`src/rtl/tipi_pi_bus_master.sv`:
```
// MCU-side sequencer for the TIPI 4-bit nibble bus: bus clock/reset generation,
// fixed-priority arbitration of RD/RC writes and TD/TC reads. Optional TC auto-poll: TIPI_PI_AUTO_POLL_EN.
module tipi_pi_bus_master #(
  parameter int CLK_DIV       = 4,
  parameter int RESET_CYCLES  = 2,
  parameter int POLL_INTERVAL = 1024
) (
  input  logic       clk,
  input  logic       reset,
  output logic       pi_clk,
  output logic       pi_reset,
  output logic [3:0] pi_data_o,
  output logic       pi_data_oe,
  input  logic [3:0] pi_data_i,
  input  logic       wrd_req,
  input  logic [7:0] wrd_data,
  output logic       wrd_ack,
  input  logic       wrc_req,
  input  logic [7:0] wrc_data,
  output logic       wrc_ack,
  input  logic       rtd_req,
  output logic       rtd_ack,
  input  logic       rtc_req,
  output logic       rtc_ack,
  output logic [7:0] rd_data,
  output logic       busy,
  output logic [7:0] tc_poll,
  output logic       tc_change
);

  typedef enum logic [2:0] {BUS_RST, IDLE, SEL, NIB_HI, NIB_LO, TAIL} state_t;

  localparam logic [8:0]  DIV_LAST = 9'(2 * CLK_DIV - 1);
  localparam logic [8:0]  DIV_HALF = 9'(CLK_DIV);
  localparam logic [8:0]  DIV_SMP  = 9'(CLK_DIV - 1);
  localparam logic [15:0] RST_LAST = 16'(RESET_CYCLES - 1);

  state_t      state, state_n;
  logic [8:0]  div_cnt;
  logic [15:0] rst_cnt;
  logic [1:0]  gnt_code;
  logic        gnt_auto;
  logic [7:0]  wdata;
  logic [3:0]  rx_hi, rx_lo;
  logic        period_end, sample_pt, ext_req, poll_req, any_req, txn_done;
  logic [1:0]  arb_code;

  assign period_end = (div_cnt == DIV_LAST);
  assign sample_pt  = (div_cnt == DIV_SMP);
  assign ext_req    = wrc_req | wrd_req | rtc_req | rtd_req;
  assign any_req    = ext_req | poll_req;
  assign txn_done   = (state == TAIL) && period_end;

  // sel codes double as grant ids: TD=00, TC=01, RD=10, RC=11; auto-poll reads TC.
  always_comb begin
    if (wrc_req)      arb_code = 2'b11;
    else if (wrd_req) arb_code = 2'b10;
    else if (rtc_req) arb_code = 2'b01;
    else if (rtd_req) arb_code = 2'b00;
    else              arb_code = 2'b01;
  end

  always_ff @(posedge clk) begin
    if (reset) state <= BUS_RST;
    else       state <= state_n;
  end

  always_comb begin
    state_n    = state;
    pi_data_o  = 4'h0;
    pi_data_oe = 1'b0;
    pi_clk     = (div_cnt >= DIV_HALF);
    pi_reset   = (state == BUS_RST);
    busy       = (state != IDLE);
    case (state)
      BUS_RST: if (period_end && rst_cnt == RST_LAST) state_n = IDLE;
      IDLE:    if (any_req) state_n = SEL;
      SEL: begin
        pi_data_oe = 1'b1;
        pi_data_o  = {2'b00, gnt_code};
        if (period_end) state_n = NIB_HI;
      end
      NIB_HI: begin
        pi_data_oe = gnt_code[1];
        pi_data_o  = gnt_code[1] ? wdata[7:4] : 4'h0;
        if (period_end) state_n = NIB_LO;
      end
      NIB_LO: begin
        pi_data_oe = gnt_code[1];
        pi_data_o  = gnt_code[1] ? wdata[3:0] : 4'h0;
        if (period_end) state_n = TAIL;
      end
      TAIL:    if (period_end) state_n = IDLE;
      default: state_n = BUS_RST;
    endcase
  end

  always_ff @(posedge clk) begin
    if (reset) begin
      div_cnt  <= '0;
      rst_cnt  <= '0;
      gnt_code <= 2'b00;
      gnt_auto <= 1'b0;
      wdata    <= 8'h00;
      rx_hi    <= 4'h0;
      rx_lo    <= 4'h0;
      rd_data  <= 8'h00;
      wrd_ack  <= 1'b0;
      wrc_ack  <= 1'b0;
      rtd_ack  <= 1'b0;
      rtc_ack  <= 1'b0;
    end else begin
      wrd_ack <= 1'b0;
      wrc_ack <= 1'b0;
      rtd_ack <= 1'b0;
      rtc_ack <= 1'b0;
      // IDLE parks the divider at 0 so a grant starts a clean low phase.
      div_cnt <= (state == IDLE || period_end) ? 9'd0 : div_cnt + 9'd1;
      if (state == BUS_RST && period_end) rst_cnt <= rst_cnt + 16'd1;
      if (state == IDLE && any_req) begin
        gnt_code <= arb_code;
        gnt_auto <= !ext_req;
        wdata    <= wrc_req ? wrc_data : wrd_data;
      end
      if (sample_pt && state == NIB_HI) rx_hi <= pi_data_i;
      if (sample_pt && state == NIB_LO) rx_lo <= pi_data_i;
      if (txn_done && !gnt_auto) begin
        case (gnt_code)
          2'b00:   rtd_ack <= 1'b1;
          2'b01:   rtc_ack <= 1'b1;
          2'b10:   wrd_ack <= 1'b1;
          default: wrc_ack <= 1'b1;
        endcase
        if (!gnt_code[1]) rd_data <= {rx_hi, rx_lo};
      end
    end
  end

`ifdef TIPI_PI_AUTO_POLL_EN
  localparam int PW = $clog2(POLL_INTERVAL + 1);
  logic [PW-1:0] idle_cnt;

  assign poll_req = (state == IDLE) && (idle_cnt == PW'(POLL_INTERVAL));

  always_ff @(posedge clk) begin
    if (reset) begin
      idle_cnt  <= '0;
      tc_poll   <= 8'h00;
      tc_change <= 1'b0;
    end else begin
      tc_change <= 1'b0;
      if (state != IDLE) idle_cnt <= '0;
      else if (!ext_req && idle_cnt != PW'(POLL_INTERVAL)) idle_cnt <= idle_cnt + 1'b1;
      if (txn_done && gnt_auto && {rx_hi, rx_lo} != tc_poll) begin
        tc_poll   <= {rx_hi, rx_lo};
        tc_change <= 1'b1;
      end
    end
  end
`else
  assign poll_req  = 1'b0;
  assign tc_poll   = 8'h00;
  assign tc_change = 1'b0;
`endif

endmodule

```
`config.mk`:
```
export PLATFORM = sky130hd
export DESIGN_NAME = tipi_pi_bus_master
export DESIGN_NICKNAME = d
export VERILOG_FILES = /design/src/rtl/tipi_pi_bus_master.sv
export SDC_FILE = /design/constraint.sdc
export NUM_CORES = 1
export LEC_CHECK = 0
export BUFFER_PORTS_ARGS = -buffer_cell sky130_fd_sc_hd__buf_2
export CELL_PAD_IN_SITES_DETAIL_PLACEMENT = 1
export CELL_PAD_IN_SITES_GLOBAL_PLACEMENT = 1
export CORE_MARGIN = 5
export CORE_UTILIZATION = 40
export DETAILED_ROUTE_END_ITERATION = 7
export GPL_TIMING_DRIVEN = 0
export PLACE_DENSITY = 0.77
export SETUP_SLACK_MARGIN = 0.5
export SLEW_MARGIN = 10
export SYNTH_ARGS = -nofsm -noshare
export SYNTH_HDL_FRONTEND = slang
export SYNTH_SLANG_ARGS = --single-unit
```
`constraint.sdc`:
```
create_clock -name clk -period 2.5 [get_ports clk]
set_input_delay 0 -clock clk [delete_from_list [all_inputs] [get_ports clk]]
set_output_delay 0 -clock clk [all_outputs]
set_load 0.01 [all_outputs]
```
After elaboration in Yosys (flattened, before gate mapping)
Cells that the tools add are included.
{ "op_classes": {"reduce_logical": 18, "order_cmp": 1, "muxes": 20, "n_bitwise": 5, "n_addsub": 2, "eq_ne": 17} }
{ "op_table": {"columns": ["op", "count"], "rows": [
  ["two-way mux 3 bit", 6],
  ["case mux 3 bit (6 select lines)", 1],
  ["adder 16 x 1 -> 16 bit, second input constant", 1],
  ["equality test 16 x 1 -> 1 bit, second input constant", 1],
  ["case mux 4 bit (3 select lines)", 1],
  ["inequality test 2 bit, second input constant", 5],
  ["adder 9 x 1 -> 9 bit, second input constant", 1],
  ["equality test 9 x 2 -> 1 bit, second input constant", 1],
  ["equality test 9 x 3 -> 1 bit, second input constant", 1],
  [">= comparator 9 x 3 -> 1 bit, second input constant", 1],
  ["two-way mux 4 bit", 2],
  ["two-way mux 8 bit", 1],
  ["logical AND 1 bit", 7],
  ["equality test 3 x 2 -> 1 bit, second input constant", 2],
  ["equality test 3 bit, second input constant", 2],
  ["two-way mux 1 bit", 6],
  ["AND reduction 6 bit", 1],
  ["OR reduction 2 bit", 3],
  ["two-way mux 2 bit", 2],
  ["equality test 3 x 1 -> 1 bit, second input constant", 1],
  ["zero test 3 bit", 1],
  ["inequality test 3 x 1 -> 1 bit, second input constant", 1],
  ["bitwise OR 1 bit", 3],
  ["OR reduction 3 bit", 1],
  ["9 further kinds", 11]
]} }
{ "totals": {"out_inout_bits": 29, "register_bits": 59, "elab_cells": 76} }

Longest topological paths before layout
Gate-level depths: netlist of run 1.
{ "depth": {"word_depth": 5, "ltp_mapped": 8} }

Worst setup path before layout of run 1
No wires, ideal clock.
{ "synth_timing": {"path_type": "register -> register", "from": "register div_cnt[0]", "to": "register rst_cnt[15]", "setup_ns": 0.070, "arrival_ns": 1.725, "stages_incl_launch_ff": 8, "period_less_slack_ns": 1.795, "setup_slack_ns": 0.705, "path_buffers": 2, "cell_sequence": "dfxtp_1 -> ha_1 -> clkbuf_2 -> and4bb_1 -> buf_6 -> nand4_4 -> or4_1 -> a21oi_1"} }
{ "synth_between": {"elab_chain_cells": 2} }
{ "synth_lines": {"columns": ["item", "line", "source"], "rows": [
  ["start, declared", "39", "logic [8:0] div_cnt;"],
  ["start signal, assigned", "118", "div_cnt <= (state == IDLE || period_end) ? 9'd0 : div_cnt + 9'd1;"],
  ["equality test 9 x 3 -> 1 bit", "48", "assign period_end = (div_cnt == DIV_LAST);"],
  ["logical AND 1 bit", "119", "if (state == BUS_RST && period_end) rst_cnt <= rst_cnt + 16'd1;"],
  ["end signal, assigned", "119", null],
  ["end, declared", "40", "logic [15:0] rst_cnt;"]
]} }
Every way passes these cells.
A chain may end at the register's enable or synchronous reset.

Worst setup path after layout of run 1
{ "layout_timing": {"from": "register div_cnt[0]", "to": "register rst_cnt[6]"} }
The elaborated chain is that of the path after synthesis.

==> results by group, run 1 <==
Logic synthesis
  – Synth Register Bits: 59
  – Sequential fraction of the synthesis area: 0.424
  – Synth warn: 0
  – Avg Synthesized Cell Area: 8.93 um^2
  – Mapped Area: 2790 um^2
  – Yosys cell types: 52
  – Synth area leaders: dfxtp_1 (42%), mux2i_1 (9.0%), nor2_1 (6.1%), a21oi_1 (3.1%), a211oi_1 (2.7%)
  – Post-synth EDFFs: 0
  – Gate Count Post-Synth: 312
  – Async SR Flop Fraction: 0
  – Post-synth top area cell: dfxtp_1
  – Ys flop type: dfxtp_1
  – Synth top area share: 0.424

STA
  – Final setup vio count: 0
  – Final WS setup: 0.609 ns
  – Slew Limit Fails: 0
  – Min cycle time layout: 1.89 ns
  – Final period util: 0.757
  – Fmax: 0.529 GHz
  – Fin Setup TNS: 0 ns
  – Skew final: 0.00805 ns
  – RSZ-0062 raised after global routing: no
  – Relative slew margins: 0.407
  – Hold WS: -0.00179 ns
  – Measured slew at the worst slew-check pin: 0.881 ns
  – Final hold vios: 1

Place
  – PortBufs: 44
  – DP Worst Slack: 0.462 ns
  – Post-DP HPWL: 5.11 mm
  – Routability Congestion: 0.765
  – Placed Instances: 460

GRT
  – First-pass GRT wire length: 12.3 mm
  – Initial antenna violation count: 0
  – Largest net degree at the start of global routing: 14
  – Vias in the first global route: 2725
  – Total GRT Usage: 0.177
  – Total gr overflow: 0

CTS
  – Worst-skew pair later-pin latency: 0.34 ns
  – Clock tree root buffer cell: clkbuf_8
  – Clk sink count: 59
  – Clk buf depth: 2
  – Clock slew at reported path FFs: 0.08 ns
  – TritonCTS Buffers: 9
  – CTS H-tree lvls: 3
  – CTS tree: built

Routing
  – Wire length per cell: 14.9 um
  – Detail Route Antenna Nets: 0
  – DRC: 0
  – Routed vias: 2531
  – Drt first pass iters: 4
  – Detailed Route WL: 7.38 mm
  – Initial DRC Count: 81
  – Routed vias/inst: 5.12

Min path
  – Hold path start: wrd_data[1]
  – Hold Crit Class: input pin to flip-flop

Power and ir drop
  – VDD IR max: 0.390 mV
  – Lkg Pwr: 1.57 nW
  – PD cells: 555 nW/um^2

Critical path
  – WS Path Type: flip-flop to flip-flop
  – Setup crit end kind: flip-flop
  – Critical Path AT: 2.16 ns
  – RR Startpoint: div_cnt[0]
  – Worst Path Required: 2.77 ns
  – Crit-path max FO: 8
  – Startpoint types: flip-flop
  – Worst setup startpoint: div_cnt[0]

Floorplanning
  – Rows: 30
  – Initial Utilization: 0.410
  – Core box area: 6790 um^2
  – Die width: 93.5 um
  – Ports: 55
  – Die ar.: 8740 um^2
  – Die Y: 93.5 um

Run
  – MaxCap Viol Count: 0

Layout
  – Commonest cells after routing, fill and taps aside: dfxtp_1 (57), buf_2 (50), nor2_1 (45)
  – Ant. Diodes: 0
  – Final nets: 423
  – Layout Cells excl Fill: 494
  – Layout cells sized above 1: 0.256
  – Area growth from synthesis to layout: 28.1%
  – Commonest non-fill, non-tap cell in the layout: dfxtp_1
  – Layout fillers: 813

Status
  – Status: finished with violations
  – Failing checks: negative hold slack
## cells by family after synthesis
group	share of synthesized area
AO/OA/AOI/OAI	0.114
other	0.00135
adder cells (fa/ha/maj)	0.0180
AND/OR/NAND/NOR	0.243
XOR/XNOR	0.0314
buffers and inverters	0.0790
flip-flops	0.424
multiplexers	0.0898
## area by class of cell
| cell class | count | area [um^2] | share of cell area |
|---|---|---|---|
| Sequential cell | 59 | 1180 | 0.331 |
| Clock buffer | 9 | 124 | 0.0347 |
| Timing Repair Buffer | 62 | 383 | 0.107 |
| Buffer | 27 | 190 | 0.0532 |
| Tap cell | 96 | 120 | 0.0336 |
| Multi-Input combinational cell | 222 | 1440 | 0.404 |
| Clock inverter | 7 | 85.1 | 0.0238 |
| Inverter | 12 | 45.0 | 0.0126 |
## repair_timing
action,in CTS,in global routing
hold endpoints to repair,13,0
endpoints found under the setup margin,8,38
resized for setup,2,16
setup buffers,2,3
pin swaps,2,2
cloned,0,1
hold buffers,12,0
## path summary, 6_finish.rpt
kind,to,slack [ns],cells past startpoint
worst max-delay path,rst_cnt[6],0.61,8
worst max register to register,rst_cnt[6],0.61,8
worst min register to register,gnt_auto,0.49,1
worst min-delay path,wdata[1],-0.002,3
## report_power, final
part	internal [mW]	switching, mW
Combinational	0.0607	0.0582
Sequential	0.944	0.00317
Clock	0.479	0.438
Total	1.48	0.499
## state kept, by name, summed over array words and instances (netlist names), 2 cells and up
register and flops:
rx_hi 4, wdata 8, gnt_code 2, div_cnt 9, rst_cnt 16, rx_lo 4, rd_data 8, state 3
## metrics by stage
stage	cell area [um^2]	power (mW)	utilization
floorplan	2820	1.03	-
global placement	3160	1.06	0.465
detailed placement	3160	1.06	0.465
CTS	3510	2.00	0.516
global route	3570	2.06	0.526
finish	3570	1.98	0.526
## cell usage after synthesis (all sizes together), types with 4 or more instances
| library cell | instances |
|---|---|
| o21ai | 14 |
| nor3 | 7 |
| buf | 16 |
| xnor2 | 5 |
| nor4 | 6 |
| dfxtp | 59 |
| nand4 | 10 |
| inv | 12 |
| nand3 | 9 |
| a211oi | 10 |
| nor2b | 4 |
| xor2 | 5 |
| or3 | 10 |
| nor2 | 46 |
| or4 | 5 |
| a21oi | 17 |
| ha | 4 |
| o31ai | 4 |
| clkbuf | 10 |
| nand2 | 11 |
| mux2i | 25 |
## metal layers
layer  GRT usage  part of all wire  wire, um
met3      0.0362             0.029       215
met4      0.0781             0.020       149
met2       0.310              0.50      3700
met1       0.207              0.45      3310
met5           0                 0         0
## critical path, cell delays in order (launching register included)
cell,delay (ns)
dfxtp_2,0.35
ha_1,0.17
buf_6,0.11
and4bb_1,0.21
buf_6,0.14
nand4_1,0.19
buf_6,0.20
or3_1,0.30
a21oi_1,0.15
Note: power is estimated with default switching activity, not from simulation.
==> inputs of run 2 (changes only) <==
--- a/config.mk
+++ b/config.mk
@@ -5,14 +5,15 @@
 export SDC_FILE = /design/constraint.sdc
 export NUM_CORES = 1
 export LEC_CHECK = 0
+export ABC_AREA = 1
 export BUFFER_PORTS_ARGS = -buffer_cell sky130_fd_sc_hd__buf_2
 export CELL_PAD_IN_SITES_DETAIL_PLACEMENT = 1
 export CELL_PAD_IN_SITES_GLOBAL_PLACEMENT = 1
 export CORE_MARGIN = 5
-export CORE_UTILIZATION = 40
+export CORE_UTILIZATION = 39
 export DETAILED_ROUTE_END_ITERATION = 7
 export GPL_TIMING_DRIVEN = 0
-export PLACE_DENSITY = 0.77
+export PLACE_DENSITY = 0.79
 export SETUP_SLACK_MARGIN = 0.5
 export SLEW_MARGIN = 10
 export SYNTH_ARGS = -nofsm -noshare
==> constraint.sdc (replaced) <==
create_clock -name clk -period 1.9 [get_ports clk]
set_input_delay 0 -clock clk [delete_from_list [all_inputs] [get_ports clk]]
set_output_delay 0 -clock clk [all_outputs]
set_load 0.01 [all_outputs]
==> results by group, run 2 <==
Routing
  – Routed vias: 3686 (was 2531)
  – Detailed Route WL: 14.8 mm (was 7.38 mm)
  – Wire length per cell: 21.9 um (was 14.9 um)
  – Initial DRC Count: 228 (was 81)
  – Routed vias/inst: 5.45 (was 5.12)
  – DRC: 0 (unchanged)
  – Detail Route Antenna Nets: 0 (unchanged)
  – Drt first pass iters: 5 (was 4)

Place
  – PortBufs: 45 (was 44)
  – Post-DP HPWL: 6.14 mm (was 5.11 mm)
  – DP Worst Slack: 0.246 ns (was 0.462 ns)
  – Routability Congestion: 0.832 (was 0.765)

Power and ir drop
  – PD cells: 815 nW/um^2 (was 555 nW/um^2)
  – Lkg Pwr: 1.97 nW (was 1.57 nW)
  – VDD IR max: 0.369 mV (was 0.390 mV)

Logic synthesis
  – Post-synth EDFFs: 0 (unchanged)
  – Post-synthesis adder-cell area fraction: 0.0166 (was 0.0180)
  – Synth warn: 0 (unchanged)
  – Yosys cell types: 34 (was 52)
  – Ys flop type: dfxtp_1 (unchanged)
  – Synth top cells by count: nand2_1 (95), nor2_1 (62), dfxtp_1 (59), inv_1 (58), a21oi_1 (32) (was dfxtp_1 (59), nor2_1 (45), mux2i_1 (25), a21oi_1 (17), o21ai_0 (14))
  – Post-synth top area cell: dfxtp_1 (unchanged)
  – Mux contribution to synthesized area: 0 (was 0.0898)
  – Avg Synthesized Cell Area: 6.79 um^2 (was 8.93 um^2)
  – Gate Count Post-Synth: 443 (was 312)
  – Synth top area share: 0.393 (was 0.424)
  – XOR/XNOR share of the synthesized area: 0.0204 (was 0.0314)
  – Count leader, synth: nand2_1 (was dfxtp_1)
  – Simple-gate share of the synthesized area: 0.326 (was 0.243)
  – Largest family of logic cells by synthesized area: simple AND/OR/NAND/NOR gates (unchanged)
  – Sequential fraction of the synthesis area: 0.393 (was 0.424)
  – Synth Area in Compound Gates: 0.119 (was 0.114)
  – Synth area leaders: dfxtp_1 (39%), nand2_1 (12%), nor2_1 (7.7%), inv_1 (7.2%), a21oi_1 (5.3%) (was dfxtp_1 (42%), mux2i_1 (9.0%), nor2_1 (6.1%), a21oi_1 (3.1%), a211oi_1 (2.7%))
  – Synth Register Bits: 59 (unchanged)
  – Mapped Area: 3010 um^2 (was 2790 um^2)
  – Async SR Flop Fraction: 0 (unchanged)

Layout
  – Number of flip-flops in the largest register: 16 (unchanged)
  – Ant. Diodes: 0 (unchanged)
  – Area growth from synthesis to layout: 55.7% (was 28.1%)
  – Core Util, Final: 0.615 (was 0.526)
  – Commonest non-fill, non-tap cell in the layout: nand2_1 (was dfxtp_1)
  – Commonest cells after routing, fill and taps aside: nand2_1 (76), inv_1 (52), nor2_1 (52) (was dfxtp_1 (57), buf_2 (50), nor2_1 (45))
  – Largest registers: rst_cnt: 16 flops, div_cnt: 9 flops (unchanged)
  – Layout cells sized above 1: 0.416 (was 0.256)
  – Final nets: 599 (was 423)
  – Layout fillers: 953 (was 813)
  – Largest register by flop count: rst_cnt (unchanged)

CTS
  – Clock slew at reported path FFs: 0.08 ns (about the same)
  – Worst-skew pair later-pin latency: 0.37 ns (was 0.34 ns)
  – Clk sink count: 59 (unchanged)
  – CTS tree: built (unchanged)
  – TritonCTS Buffers: 9 (unchanged)
  – Hold_buf cts: 19 (was 12)
  – Clock tree root buffer cell: clkbuf_8 (unchanged)
  – CTS H-tree lvls: 3 (unchanged)
  – Clk buf depth: 2 (unchanged)

GRT
  – Vias in the first global route: 3553 (was 2725)
  – First-pass GRT wire length: 17.5 mm (was 12.3 mm)
  – Total gr overflow: 0 (unchanged)
  – Initial antenna violation count: 0 (unchanged)
  – Total GRT Usage: 0.227 (was 0.177)
  – Largest net degree at the start of global routing: 12 (was 14)

Critical path
  – R2R setup slack: 0.21 ns (was 0.61 ns)
  – Crit-path max FO: 10 (was 8)
  – Worst setup startpoint: state[1] (was div_cnt[0])
  – R2r endpoint: wdata[7] (was rst_cnt[6])
  – RR Startpoint: state[1] (was div_cnt[0])
  – Worst Setup EP: wdata[7] (was rst_cnt[6])
  – Setup crit end kind: flip-flop (unchanged)
  – Critical Path AT: 1.98 ns (was 2.16 ns)
  – Worst Path Required: 2.19 ns (was 2.77 ns)
  – WS Path Type: flip-flop to flip-flop (unchanged)
  – Worst Reg2Reg Path Length in Cells: 6 (was 8)
  – Startpoint types: flip-flop (unchanged)

STA
  – Skew final: 0.00633 ns (was 0.00805 ns)
  – Final period util: 0.889 (was 0.757)
  – Hold WS: -0.100 ns (was -0.00179 ns)
  – Min cycle time layout: 1.69 ns (was 1.89 ns)
  – Measured slew at the worst slew-check pin: 0.788 ns (was 0.881 ns)
  – Final hold vios: 3 (was 1)
  – Final WS setup: 0.210 ns (was 0.609 ns)
  – Final setup vio count: 0 (unchanged)
  – RSZ-0062 raised after global routing: yes (was no)
  – Fmax: 0.592 GHz (was 0.529 GHz)
  – Relative slew margins: 0.474 (was 0.407)
  – Fin Setup TNS: 0 ns (unchanged)
  – Slew Limit Fails: 0 (unchanged)

Floorplanning
  – Die ar.: 9560 um^2 (was 8740 um^2)
  – Core box area: 7610 um^2 (was 6790 um^2)
  – Die Y: 97.8 um (was 93.5 um)
  – Rows: 32 (was 30)
  – Initial Utilization: 0.395 (was 0.410)
  – Die width: 97.8 um (was 93.5 um)
  – Ports: 55 (unchanged)

Status
  – Status: finished with violations (unchanged)
  – Failing checks: negative hold slack (unchanged)

Min path
  – Worst hold stages: 2 (was 3)
  – Hold Crit Class: input pin to flip-flop (unchanged)

Run
  – MaxCap Viol Count: 0 (unchanged)
[run 2: changes by cell type in the layout (fill, tap and decap cells not counted), sizes merged, moves of 19 or more]
cell | previous run | this run
buf | 68 | 103
inv | 15 | 60
mux2i | 25 | 0
nand2 | 11 | 99
nand3 | 9 | 28
nor2 | 46 | 65
[run 2: cells by family after synthesis]
logic type	count (synthesis)
adders and majority gates	4
AOI/OAI and AO/OA	69
xor gates and xnor gates	7
DFF	59
and+or+nand+nor	218
other	1
buffers and inverters	85
[run 2: per-layer routing]
layer | global-route usage | vias to the layer above | part of all wire
met2 | 0.401 | 194 | 0.52
met1 | 0.268 | 1790 | 0.39
met5 | 0 | - | 0
met3 | 0.0464 | 52 | 0.059
li1 | - | 1650 | -
met4 | 0.0905 | 0 | 0.036
[run 2: per-stage QoR]
stage	instance area, um^2	cells	total power [mW]
5_1_grt	4680	676	3.92
3_5_place_dp	3400	598	2.10
2_1_floorplan	3050	451	1.90
3_3_place_gp	3400	598	2.08
6_report	4680	676	3.81
4_1_cts	4200	656	3.36
[run 2: worst min-delay path by stage]
stage / slack, ns / from / to
6_report: -0.10 / reset / rtc_ack
5_1_grt: -0.09 / reset / rtc_ack
4_1_cts: -0.11 / reset / rtc_ack
3_5_place_dp: 0.24 / reset / rtd_ack
3_3_place_gp: 0.24 / reset / rtc_ack
2_1_floorplan: 0.08 / reset / rtc_ack
[run 2: worst max-delay path: stages, from the launching register on]
cell and delay (ns):
dfxtp_4 0.38, inv_6 0.10, nand3_2 0.25, a21oi_2 0.26, buf_2 0.25, o21ai_0 0.14
a31oi_1 0.23
[run 2: power breakdown]
part	switching (mW)	internal (mW)
clock	0.597	0.505
sequential	0.143	1.36
combinational	0.740	0.467
[run 2: repair_timing]
action,CTS,global route
hold endpoints to repair,13,3
pin swaps,16,35
endpoints found under the setup margin,54,58
gates cloned,3,0
gates resized for setup,81,99
setup buffers,20,20
[run 2: final cells by class]
cell class,count,area [um^2],share of cell area
repair buffers,106,791,0.169
inverters,63,267,0.0569
flip-flops and latches,59,1220,0.261
multi-input cells,308,1940,0.415
clock buffers,10,138,0.0294
well taps,102,128,0.0273
plain buffers,22,153,0.0326
clock inverters,6,41.3,0.00882
==> inputs of run 3 (changes only) <==
--- a/config.mk
+++ b/config.mk
@@ -11,6 +11,7 @@
 export CELL_PAD_IN_SITES_GLOBAL_PLACEMENT = 1
 export CORE_MARGIN = 5
 export CORE_UTILIZATION = 39
+export CTS_BUF_LIST = sky130_fd_sc_hd__clkbuf_16
 export DETAILED_ROUTE_END_ITERATION = 7
 export GPL_TIMING_DRIVEN = 0
 export PLACE_DENSITY = 0.79
==> results by group, run 3 (synthesis gave the netlist of run 2 again) <==
Status
  – Status: finished with violations (unchanged)
  – Failing checks: negative hold slack (unchanged)

Power and ir drop
  – Lkg Pwr: 1.95 nW (was 1.97 nW)
  – Pint: 2.69 mW (was 2.34 mW)
  – Combinational Power Share: 0.277 (was 0.316)
  – Final Total Pwr: 4.22 mW (was 3.81 mW)
  – PD cells: 906 nW/um^2 (was 815 nW/um^2)
  – VDD IR max: 0.514 mV (was 0.369 mV)
  – Clock Power Share: 0.363 (was 0.289)
  – Net Switching: 1.52 mW (was 1.48 mW)
  – Flop pwr share: 0.360 (was 0.395)
  – Switching share of power: 0.361 (was 0.388)

Layout
  – Ant. Diodes: 0 (unchanged)
  – Layout fillers: 943 (was 953)
  – Commonest non-fill, non-tap cell in the layout: nand2_1 (unchanged)
  – Number of flip-flops in the largest register: 16 (unchanged)
  – Final nets: 591 (was 599)
  – Area growth from synthesis to layout: 54.9% (was 55.7%)
  – Largest register by flop count: rst_cnt (unchanged)
  – Largest registers: rst_cnt: 16 flops, div_cnt: 9 flops (unchanged)
  – Layout Cells excl Fill: 668 (was 676)
  – Layout cells sized above 1: 0.360 (was 0.416)
  – Commonest cells after routing, fill and taps aside: nand2_1 (82), inv_1 (54), nor2_1 (53) (was nand2_1 (76), inv_1 (52), nor2_1 (52))

Critical path
  – CP bufs+invs: 3 (was 2)
  – Critical Path AT: 1.97 ns (was 1.98 ns)
  – Setup crit end kind: flip-flop (unchanged)
  – Startpoint types: flip-flop (unchanged)
  – Worst path top cell family by delay: simple AND/OR/NAND/NOR gates (was compound AO/OA/AOI/OAI gates)
  – Crit-path max FO: 7 (was 10)
  – Worst Path Required: 2.13 ns (was 2.19 ns)
  – Max incr delay on CP: 0.37 ns (was 0.38 ns)
  – CP Cell Sequence: ha_4, nand2_4, clkinv_4, nand2_4, nor2_8, nand2_4, inv_4, clkbuf_16, nand2_1, a21oi_1 (was inv_6, nand3_2, a21oi_2, buf_2, o21ai_0, a31oi_1)
  – Worst Reg2Reg Path Length in Cells: 10 (was 6)
  – Most Frequent Cell on Critical Path: nand2_4
  – WS Path Type: flip-flop to flip-flop (unchanged)
  – Slowest cell on crit path: dfxtp_4 (unchanged)
  – Stages on worst setup path: 10 (was 6)

Routing
  – Initial DRC Count: 215 (was 228)
  – Detail Route Antenna Nets: 0 (unchanged)
  – Detailed Route WL: 15.0 mm (was 14.8 mm)
  – Routed vias/inst: 5.44 (was 5.45)
  – Wire length per cell: 22.4 um (was 21.9 um)
  – Drt first pass iters: 5 (unchanged)
  – DRC: 0 (unchanged)
  – Routed vias: 3634 (was 3686)

GRT
  – Total GRT Usage: 0.216 (was 0.227)
  – Largest net degree at the start of global routing: 12 (unchanged)
  – Initial antenna violation count: 0 (unchanged)
  – Vias in the first global route: 3466 (was 3553)
  – First-pass GRT wire length: 16.8 mm (was 17.5 mm)
  – Total gr overflow: 0 (unchanged)

Floorplanning
  – Core box area: 7610 um^2 (unchanged)
  – Die width: 97.8 um (unchanged)
  – Ports: 55 (unchanged)
  – Initial Utilization: 0.395 (unchanged)
  – Die Y: 97.8 um (unchanged)
  – Die ar.: 9560 um^2 (unchanged)
  – Rows: 32 (unchanged)

Place
  – Post-DP HPWL: 6.14 mm (unchanged)
  – PortBufs: 45 (unchanged)
  – Placed Instances: 598 (unchanged)
  – Routability Congestion: 0.832 (unchanged)
  – DP Worst Slack: 0.246 ns (unchanged)

STA
  – Final setup vio count: 0 (unchanged)
  – RSZ-0062 raised after global routing: yes (unchanged)
  – Final hold vios: 3 (unchanged)
  – Final period util: 0.913 (was 0.889)
  – Final WS setup: 0.165 ns (was 0.210 ns)
  – Fin Setup TNS: 0 ns (unchanged)
  – Fmax: 0.577 GHz (was 0.592 GHz)
  – Skew final: 0.00874 ns (was 0.00633 ns)
  – Measured slew at the worst slew-check pin: 0.664 ns (was 0.788 ns)
  – Slew Limit Fails: 0 (unchanged)
  – Min cycle time layout: 1.73 ns (was 1.69 ns)
  – Hold WS: -0.0483 ns (was -0.100 ns)
  – Relative slew margins: 0.557 (was 0.474)

Min path
  – Hold Crit Class: input pin to flip-flop (unchanged)
  – Worst hold stages: 2 (unchanged)

CTS
  – Clock tree root buffer cell: clkbuf_16 (was clkbuf_8)
  – CTS H-tree lvls: 3 (unchanged)
  – Clk sink count: 59 (unchanged)
  – Hold_buf cts: 18 (was 19)
  – CTS tree: built (unchanged)
  – TritonCTS Buffers: 9 (unchanged)
  – Clock slew at reported path FFs: 0.06 ns (was 0.08 ns)
  – Worst-skew pair later-pin latency: 0.34 ns (was 0.37 ns)
  – Clk buf depth: 2 (unchanged)

Run
  – MaxCap Viol Count: 0 (unchanged)
[run 3: power groups by stage]
stage          logic [mW]  clock network [mW]  registers [mW]
5_1_grt              1.24                1.60            1.53
3_5_place_dp        0.620                   0            1.48
4_1_cts             0.801                1.47            1.47
2_1_floorplan       0.444                   0            1.45
3_3_place_gp        0.602                   0            1.47
6_report             1.17                1.53            1.52
[run 3: final cells by class]
class	instances	area, um^2	area share
multi-input cells	308	1860	0.398
flip-flops and latches	59	1220	0.261
repair buffers	98	744	0.160
inverters	63	272	0.0583
clock buffers	9	225	0.0484
plain buffers	22	170	0.0365
well taps	102	128	0.0274
clock inverters	7	45.0	0.00967
[run 3: worst paths after layout]
| kind | startpoint | endpoint | slack, ns |
|---|---|---|---|
| setup / recovery | div_cnt[0] | rst_cnt[12] | 0.17 |
| hold / removal | reset | rtd_ack | -0.05 |
| setup reg to reg | div_cnt[0] | rst_cnt[12] | 0.17 |
| hold reg to reg | rd_data[5] | rd_data[5] | 0.46 |
[run 3: repair_timing]
item	in CTS	in global routing
pin swaps	9	27
setup buffers	13	20
endpoints found under the hold margin	12	3
cloned	0	3
setup endpoints to repair	54	56
resized for setup	62	92
[run 3: per-stage QoR]
step	area [um^2]	utilization
final	4660	0.612
after global routing	4660	0.612
after CTS	4140	0.544
after detailed placement	3400	0.448
after global placement	3400	0.448
after floorplan	3050	-
[run 3: metal layers]
layer	global-route usage	vias to the layer above	share of wire
li1	-	1632	-
met1	0.254	1786	0.39
met2	0.382	161	0.51
met3	0.0500	55	0.050
met4	0.0831	0	0.051
met5	0	-	0
